### src/rtl/match_controller.sv
// Match flow sequencer: start screen, countdown, fight/pause, game over.
// Define SUDDEN_DEATH_EN to restart a drawn match at 1/1 health instead of ending it.
module match_controller #(
    parameter logic [2:0]  MAX_HEALTH   = 3'd5,
    parameter int          COUNT_FRAMES = 60,
    parameter int          IFRAMES      = 30,
    parameter int          OVER_FRAMES  = 180,
    parameter logic [31:0] START_CODE_A = 32'h20DF_5BA4,
    parameter logic [31:0] START_CODE_B = 32'h20DF_5AA5,
    parameter logic [31:0] PAUSE_CODE   = 32'h20DF_10EF
) (
    input  logic        clk_in,
    input  logic        rst_in,
    input  logic [31:0] ir_in,
    input  logic        ir_valid_in,
    input  logic        nf_in,
    input  logic        player_hit_in,
    input  logic        opponent_hit_in,
    output logic        display_start_out,
    output logic [2:0]  state_out,
    output logic [1:0]  countdown_out,
    output logic [2:0]  player_health_out,
    output logic [2:0]  opponent_health_out,
    output logic        player_immune_out,
    output logic        opponent_immune_out,
    output logic [1:0]  winner_out
);

    localparam logic [2:0] S_START = 3'd0;
    localparam logic [2:0] S_COUNT = 3'd1;
    localparam logic [2:0] S_FIGHT = 3'd2;
    localparam logic [2:0] S_PAUSE = 3'd3;
    localparam logic [2:0] S_OVER  = 3'd4;

    localparam int FMAX = (COUNT_FRAMES > OVER_FRAMES) ? COUNT_FRAMES : OVER_FRAMES;
    localparam int FW   = $clog2(FMAX + 1);
    localparam int CW   = $clog2(IFRAMES + 1);

    localparam logic [FW-1:0] COUNT_LAST = FW'(COUNT_FRAMES - 1);
    localparam logic [FW-1:0] OVER_LAST  = FW'(OVER_FRAMES - 1);
    localparam logic [CW-1:0] COOL_LOAD  = CW'(IFRAMES);

    logic [2:0]          state_reg, state_next;
    logic                display_reg, display_next;
    logic [1:0]          countdown_reg, countdown_next;
    logic [FW-1:0]       frame_reg, frame_next;
    logic [1:0][2:0]     health_reg, health_next;
    logic [1:0][CW-1:0]  cool_reg, cool_next;
    logic [1:0]          immune_reg, immune_next;
    logic [1:0]          winner_reg, winner_next;

    // Index 0 is the player, index 1 the opponent throughout.
    logic [1:0]          hit;
    logic [1:0]          accept;
    logic [1:0][2:0]     fight_health;
    logic [1:0][CW-1:0]  fight_cool;
    logic [1:0]          dead;
    logic                start_code;
    logic                pause_code;

    assign hit        = {opponent_hit_in, player_hit_in};
    assign start_code = ir_valid_in && ((ir_in == START_CODE_A) || (ir_in == START_CODE_B));
    assign pause_code = ir_valid_in && (ir_in == PAUSE_CODE);

    // Per-player view of what a FIGHT cycle would do to health and cooldown.
    genvar gi;
    generate
        for (gi = 0; gi < 2; gi++) begin : g_player
            assign accept[gi] = hit[gi] && (cool_reg[gi] == '0) && (health_reg[gi] != 3'd0);

            assign fight_health[gi] = accept[gi] ? (health_reg[gi] - 3'd1) : health_reg[gi];

            assign fight_cool[gi] = accept[gi]                          ? COOL_LOAD :
                                    (nf_in && (cool_reg[gi] != '0))     ? (cool_reg[gi] - 1'b1) :
                                                                          cool_reg[gi];

            assign dead[gi] = (fight_health[gi] == 3'd0);

            assign immune_next[gi] = (cool_next[gi] != '0);
        end
    endgenerate

    always_comb begin
        state_next     = state_reg;
        display_next   = display_reg;
        countdown_next = countdown_reg;
        frame_next     = frame_reg;
        health_next    = health_reg;
        cool_next      = cool_reg;
        winner_next    = winner_reg;

        case (state_reg)
            S_START: begin
                if (start_code) begin
                    state_next     = S_COUNT;
                    display_next   = 1'b0;
                    countdown_next = 2'd3;
                    frame_next     = '0;
                    health_next    = {MAX_HEALTH, MAX_HEALTH};
                    cool_next      = '0;
                    winner_next    = 2'b00;
                end
            end

            S_COUNT: begin
                if (nf_in) begin
                    if (frame_reg == COUNT_LAST) begin
                        frame_next = '0;
                        if (countdown_reg == 2'd1) begin
                            state_next     = S_FIGHT;
                            countdown_next = 2'd0;
                        end else begin
                            countdown_next = countdown_reg - 2'd1;
                        end
                    end else begin
                        frame_next = frame_reg + 1'b1;
                    end
                end
            end

            S_FIGHT: begin
                health_next = fight_health;
                cool_next   = fight_cool;
                if (dead == 2'b11) begin
`ifdef SUDDEN_DEATH_EN
                    state_next     = S_COUNT;
                    countdown_next = 2'd3;
                    frame_next     = '0;
                    health_next    = {3'd1, 3'd1};
                    cool_next      = '0;
                    winner_next    = 2'b00;
`else
                    state_next  = S_OVER;
                    frame_next  = '0;
                    winner_next = 2'b11;
`endif
                end else if (dead != 2'b00) begin
                    state_next  = S_OVER;
                    frame_next  = '0;
                    winner_next = dead[1] ? 2'b01 : 2'b10;
                end else if (pause_code) begin
                    state_next = S_PAUSE;
                end
            end

            S_PAUSE: begin
                if (pause_code) begin
                    state_next = S_FIGHT;
                end
            end

            S_OVER: begin
                // A start code short-circuits the hold timer.
                if (start_code) begin
                    state_next     = S_COUNT;
                    display_next   = 1'b0;
                    countdown_next = 2'd3;
                    frame_next     = '0;
                    health_next    = {MAX_HEALTH, MAX_HEALTH};
                    cool_next      = '0;
                    winner_next    = 2'b00;
                end else if (nf_in) begin
                    if (frame_reg == OVER_LAST) begin
                        state_next   = S_START;
                        display_next = 1'b1;
                        frame_next   = '0;
                    end else begin
                        frame_next = frame_reg + 1'b1;
                    end
                end
            end

            default: begin
                state_next     = S_START;
                display_next   = 1'b1;
                countdown_next = 2'd0;
                frame_next     = '0;
                cool_next      = '0;
            end
        endcase
    end

    always_ff @(posedge clk_in or posedge rst_in) begin
        if (rst_in) begin
            state_reg     <= S_START;
            display_reg   <= 1'b1;
            countdown_reg <= 2'd0;
            frame_reg     <= '0;
            health_reg    <= {MAX_HEALTH, MAX_HEALTH};
            cool_reg      <= '0;
            immune_reg    <= 2'b00;
            winner_reg    <= 2'b00;
        end else begin
            state_reg     <= state_next;
            display_reg   <= display_next;
            countdown_reg <= countdown_next;
            frame_reg     <= frame_next;
            health_reg    <= health_next;
            cool_reg      <= cool_next;
            immune_reg    <= immune_next;
            winner_reg    <= winner_next;
        end
    end

    assign display_start_out   = display_reg;
    assign state_out           = state_reg;
    assign countdown_out       = countdown_reg;
    assign player_health_out   = health_reg[0];
    assign opponent_health_out = health_reg[1];
    assign player_immune_out   = immune_reg[0];
    assign opponent_immune_out = immune_reg[1];
    assign winner_out          = winner_reg;

endmodule

### config.mk
export PLATFORM = sky130hd
export DESIGN_NAME = match_controller
export DESIGN_NICKNAME = d
export VERILOG_FILES = /design/src/rtl/match_controller.sv
export SDC_FILE = /design/constraint.sdc
export NUM_CORES = 1
export LEC_CHECK = 0
export CAP_MARGIN = 20
export CORE_ASPECT_RATIO = 1.4
export CORE_MARGIN = 2
export CORE_UTILIZATION = 40
export DETAILED_ROUTE_END_ITERATION = 7
export PLACE_DENSITY_LB_ADDON = 0.2
export SETUP_SLACK_MARGIN = 0.3
export SLEW_MARGIN = 25
export SYNTH_ARGS = -nofsm -noshare
export SYNTH_HDL_FRONTEND = slang
export SYNTH_SLANG_ARGS = --single-unit
### constraint.sdc
create_clock -name clk_in -period 2.78 [get_ports clk_in]
set_clock_uncertainty 0.1 [all_clocks]
set_input_delay 0.278 -clock clk_in [delete_from_list [all_inputs] [get_ports clk_in]]
set_output_delay 0.278 -clock clk_in [all_outputs]
set_load 0.01 [all_outputs]
# Yosys cells after proc, flatten, opt, wreduce, memory -nomap -nowiden

Index checks and enable logic that the tools add are counted.

Word-level logic and storage cells: 118
Register bits: 34
Bits in latches: 0
Output and inout port bits: 16
Memory bits (writable): 0
Memory bits (read-only): 0
Memories kept: 0

Reductions and logical operators: 32
$lt $le $gt $ge: 0
Multipliers: 0
Add/sub/neg operators: 6
Divide/modulo/power cells: 0
Equal/unequal tests: 21
Bitwise gates (word level): 3
Muxes and demuxes: 46
Shifts and indexed selects: 0

Operators by type and width:

| cell                                                  | count |
|---|---|
| equality test 32 x 30 -> 1 bit, second input constant | 3 |
| two-way mux 8 bit                                     | 8 |
| case mux 8 bit (5 select lines)                       | 1 |
| two-way mux 3 bit                                     | 13 |
| case mux 10 bit (3 select lines)                      | 1 |
| two-way mux 5 bit                                     | 4 |
| nonzero test 5 bit                                    | 4 |
| two-way mux 2 bit                                     | 8 |
| case mux 3 bit (5 select lines)                       | 1 |
| case mux 6 bit (2 select lines)                       | 1 |
| zero test 5 bit                                       | 2 |
| two-way mux 10 bit                                    | 1 |
| != test 2 bit, second input constant                  | 5 |
| subtractor 5 x 1 -> 5 bit, second input constant      | 2 |
| zero test 3 bit                                       | 3 |
| != test 3 bit, second input constant                  | 3 |
| adder 8 x 1 -> 8 bit, second input constant           | 1 |
| equality test 8 x 6 -> 1 bit, second input constant   | 1 |
| equality test 8 bit, second input constant            | 1 |
| logical AND 1 bit                                     | 8 |
| AND reduction 4 bit                                   | 2 |
| AND reduction 8 bit                                   | 1 |
| equality test 3 x 2 -> 1 bit, second input constant   | 2 |
| two-way mux 6 bit                                     | 1 |
| other kinds (21)                                      | 31 |

# Longest topological paths before layout

Depth in word-level cells: 9
Gate-level depth with buffers: 11
Mapped depth without buffers: 8

# Worst setup path before layout

Ideal clock, no wire load.

Path type: register to register
Start point: reg cool_reg[0] (netlist bit)
End point: reg frame_reg[2]
Data required time: 2.554 ns
Slack: -0.301 ns
Library setup time: 0.126 ns
Arrival: 2.855 ns
Stages on the path, launching flop included: 11
Period minus slack after synthesis: 3.081 ns
Path through: dfrtp_1 inv_1 ha_1 or3b_4 or4b_1 mux2i_2 and3b_1 buf_6 or2_2 buf_6 a221o_1

Cells in the longest elaborated chain, start to end: 8
Elaborated cells between the ends (all ways): 11

RTL lines:

| item                                                                                    | RTL line | RTL |
|---|---|---|
| from (decl)                                                                             | 48       | `logic [1:0][CW-1:0] cool_reg, cool_next;` |
| from (signal assigned)                                                                  | 199      | `cool_reg <= cool_next;` |
| zero test 5 bit *                                                                       | 69       | `assign accept[gi] = hit[gi] && (cool_reg[gi] == '0) && (health_reg[gi] != 3'd0);` |
| logical AND 1 bit * (2 in series)                                                       | 69       |  |
| two-way mux 3 bit *                                                                     | 71       | `assign fight_health[gi] = accept[gi] ? (health_reg[gi] - 3'd1) : health_reg[gi];` |
| zero test 3 bit *                                                                       | 77       | `assign dead[gi] = (fight_health[gi] == 3'd0);` |
| equality test 2 bit or nonzero test 2 bit (tied branches)                               | 124, 137 |  |
| != test 3 bit (no source line) or two-way mux 8 bit (tied branches)                     | --       |  |
| AND reduction 5 bit (no source line) or case mux 8 bit (5 select lines) (tied branches) | --       |  |
| to (signal assigned)                                                                    | 197      | `frame_reg <= frame_next;` |
| to (decl)                                                                               | 46       | `logic [FW-1:0] frame_reg, frame_next;` |

Every way passes the cells marked *; elsewhere a longest branch is shown, timed or not.
A chain may end at the register's enable or synchronous reset.

# Worst setup path in the final report

Start point: reg cool_reg[0] (netlist bit)
End point: reg frame_reg[4]

Same word-level chain as after synthesis.

==> results.json <==
{
  "antenna_found_initial": 0,
  "cp-endpoint": "frame_reg[4]",
  "vias": 2359,
  "cp-start-kind": "flip-flop",
  "criticalPathCategory": "reg -> reg",
  "wl_per_cell_microns": 16.0,
  "critical-path-max-stage-delay_ns": 0.52,
  "grt_pass1_vias": 2359,
  "final_cell_mix": "53 x clkdlybuf4s50_1, 33 x buf_4, 29 x dfrtp_1",
  "largest_reg_flops": 10,
  "max_freq_ghz": 0.360,
  "path_cells": "inv_2, ha_4, or3b_4, or4b_4, mux2i_4, and3b_2, or2_4, a221o_1",
  "grt_overflow_total": 0,
  "drt_iter0_markers": 187,
  "clock-root-buffer": "clkbuf_8",
  "die_area_sq_mm": 0.00645,
  "area_growth_pct": 47.0,
  "cts_tree": "done",
  "slew_headroom_pct": 54.5,
  "r2r_start": "cool_reg[0]",
  "place_hpwl_mm": 4.86,
  "startpoint": "cool_reg[0]",
  "rsz0062_at_grt": "true",
  "rr_endpoint": "frame_reg[4]",
  "layout.nets": 391,
  "numCtsBuffers": 5,
  "clk_latency_ns": 0.30,
  "crit_path_end_kind": "flip-flop",
  "firstDrtPassIters": 4,
  "drc": 0,
  "maxCapViolCount": 0,
  "drtAntennaViolNets": 0,
  "crit_cells": 8,
  "num_rows": 32,
  "peakVddDrop_mv": 0.216,
  "ys_warn_count": 0,
  "holdWs_ns": 0.274,
  "cts_htree_levels": 2,
  "fin_crit_ns": 2.78,
  "synth.avg_cell_area_sq_um": 9.12,
  "placed_cell_area_sq_mm": 0.00316,
  "netlist_area_sq_mm": 0.00232,
  "clk_pin_slew_ns": 0.09,
  "r2r_cells": 8,
  "required_ns": 2.86,
  "path_buf_inv": 1,
  "critPathArrivalTime_ns": 2.86,
  "synth_ff_type": "dfrtp_1",
  "crit_slowest_cell": "or4b_4",
  "fin_ws_ns": -0.000816,
  "synth-seq-cells": 34,
  "grt_use_total_pct": 21.4,
  "slew_violations": 0,
  "synth-edff-count": 0,
  "grt_pass1_wl_mm": 10.5,
  "p_sw_share_pct": 25.4,
  "synth_cells": 255,
  "ys_seq_area_share_pct": 36.9,
  "setup_viol": 1,
  "ios": 54,
  "p_int_mw": 0.799,
  "p_comb_share_pct": 15.0,
  "gp_congestion": 0.881,
  "start_util_pct": 41.8,
  "fin_crit_sh_pct": 100,
  "worst_pin_slew_ns": 0.677,
  "num_antenna_cells": 0,
  "clk_path_buf_depth": 2,
  "wirelength_mm": 6.60,
  "holdCritPathClass": "in -> async",
  "async_flop_share_pct": 100,
  "crit_family": "simple AND/OR/NAND/NOR gates",
  "cts.sinks": 34,
  "powerDensity_mw_per_mm2": 313,
  "outcome": "complete, but fails checks",
  "core_area_sq_mm": 0.00557,
  "reg2reg_setup_slack_ns": -0.0008,
  "portBuffers": 53,
  "post_drt_via_cell_ratio": 5.73,
  "crit_fanout": 7,
  "seqPwrFrac_pct": 47.3,
  "netlist-cell-type-count": 63,
  "pwr-share-clk_pct": 37.7,
  "grt_max_degree": 35,
  "dieHeight_microns": 94.2,
  "final_area_sq_mm": 0.00342,
  "switching_power_mw": 0.272,
  "failed_checks": "negative setup slack",
  "final_common_cell": "clkdlybuf4s50_1",
  "synth_fp_nets": 303,
  "die_x_microns": 68.4,
  "drive_gt1_share_pct": 26.2,
  "cts_hold_buf": 0,
  "finalHoldViolations": 0,
  "p_leak_nw": 1.49
}
-- per-layer routing --
layer  wire (microns)  track usage (%)
met1             2530             23.1
met2             3720             39.7
met3              221             3.96
met4              128             7.50
met5                0                0
-- worst min-delay path by stage --
stage | endpoint | slack (ns) | cells past startpoint
3_3_place_gp | display_start_out | 0.35 | 2
2_1_floorplan | cool_reg[0] | 0.32 | 1
5_1_grt | player_health_out[1] | 0.34 | 3
4_1_cts | player_health_out[1] | 0.30 | 3
3_5_place_dp | display_start_out | 0.36 | 2
6_report | player_health_out[1] | 0.27 | 3
-- cell type report --
type                            instances  area (sq um)
Sequential cell                        34           857
Timing Repair Buffer                   91           835
Inverter                               16          60.1
Tap cell                               68          85.1
Clock inverter                          2          12.5
Clock buffer                            6          82.6
Multi-Input combinational cell        195          1490
Fill cell                             498          2150
-- power groups by stage --
| stage | Combinational [mW] | Sequential [mW] | Clock [mW] |
|---|---|---|---|
| after CTS | 0.150 | 0.507 | 0.407 |
| after floorplan | 0.0556 | 0.519 | 0 |
| after global routing | 0.175 | 0.507 | 0.432 |
| after detailed placement | 0.146 | 0.516 | 0 |
| final | 0.160 | 0.506 | 0.404 |
| after global placement | 0.144 | 0.516 | 0 |
-- per-stage QoR --
stage / power [mW] / utilization, % / setup slack (ns) / instances / setup TNS, ns
2_1_floorplan: 0.575 / - / -0.161 / 255 / -0.826
3_3_place_gp: 0.660 / 56.7 / -0.0888 / 399 / -0.169
3_5_place_dp: 0.662 / 56.7 / -0.113 / 399 / -0.262
4_1_cts: 1.06 / 59.4 / 0.00172 / 409 / 0
5_1_grt: 1.11 / 61.4 / -0.0726 / 412 / -0.301
6_report: 1.07 / 61.4 / -0.000816 / 412 / -0.000816
-- repair_timing --
| action | 4_1_cts | 5_1_grt |
|---|---|---|
| setup buffers | 2 | 3 |
| gates resized for setup | 10 | 18 |
| pin swaps | 3 | 5 |
| hold endpoints to repair | 0 | 0 |
| endpoints found under the setup margin | 14 | 15 |
-- synth_stat cells, types with 3 or more instances --
library cell	number	area (sq um)
a221o_1	6	60.1
o21ai_0	17	85.1
dfstp_2	5	131
ha_1	10	125
nand2_1	16	60.1
and4_1	4	35.0
and3_1	9	56.3
nor3b_1	3	22.5
nand3_1	8	40.0
nor4bb_1	4	40.0
a21o_1	3	22.5
nor3_1	10	50.1
dfrtp_1	29	726
o31ai_1	4	30.0
a22o_1	5	43.8
nor4_1	3	18.8
nor2_1	16	60.1
clkbuf_1	7	26.3
a21oi_1	14	70.1
inv_1	16	60.1
o21a_1	5	37.5
nor2b_1	8	50.1
buf_6	3	33.8
a31oi_1	4	25.0
or2_2	4	25.0
-- worst register-to-register path, delay by kind of cell (launching register included) --
family	cells	cell delay [ns]
AO/OA/AOI/OAI	1	0.32
buffers and inverters	1	0.08
multiplexers	1	0.21
adder cells (fa/ha/maj)	1	0.13
flip-flops	1	0.40
AND/OR/NAND/NOR	4	1.42
-- logic make-up (layout without fill, tap and decap cells) --
family,Yosys count,in the layout,share of synthesized area [%]
AND/OR/NAND/NOR,101,101,25.7
buffers and inverters,26,115,5.17
AO/OA/AOI/OAI,79,79,24.1
adder cells (fa/ha/maj),10,10,5.38
multiplexers,3,3,2.04
flip-flops,34,34,36.9
XOR/XNOR,2,2,0.754
No activity file was read; power rests on OpenSTA's default activity.
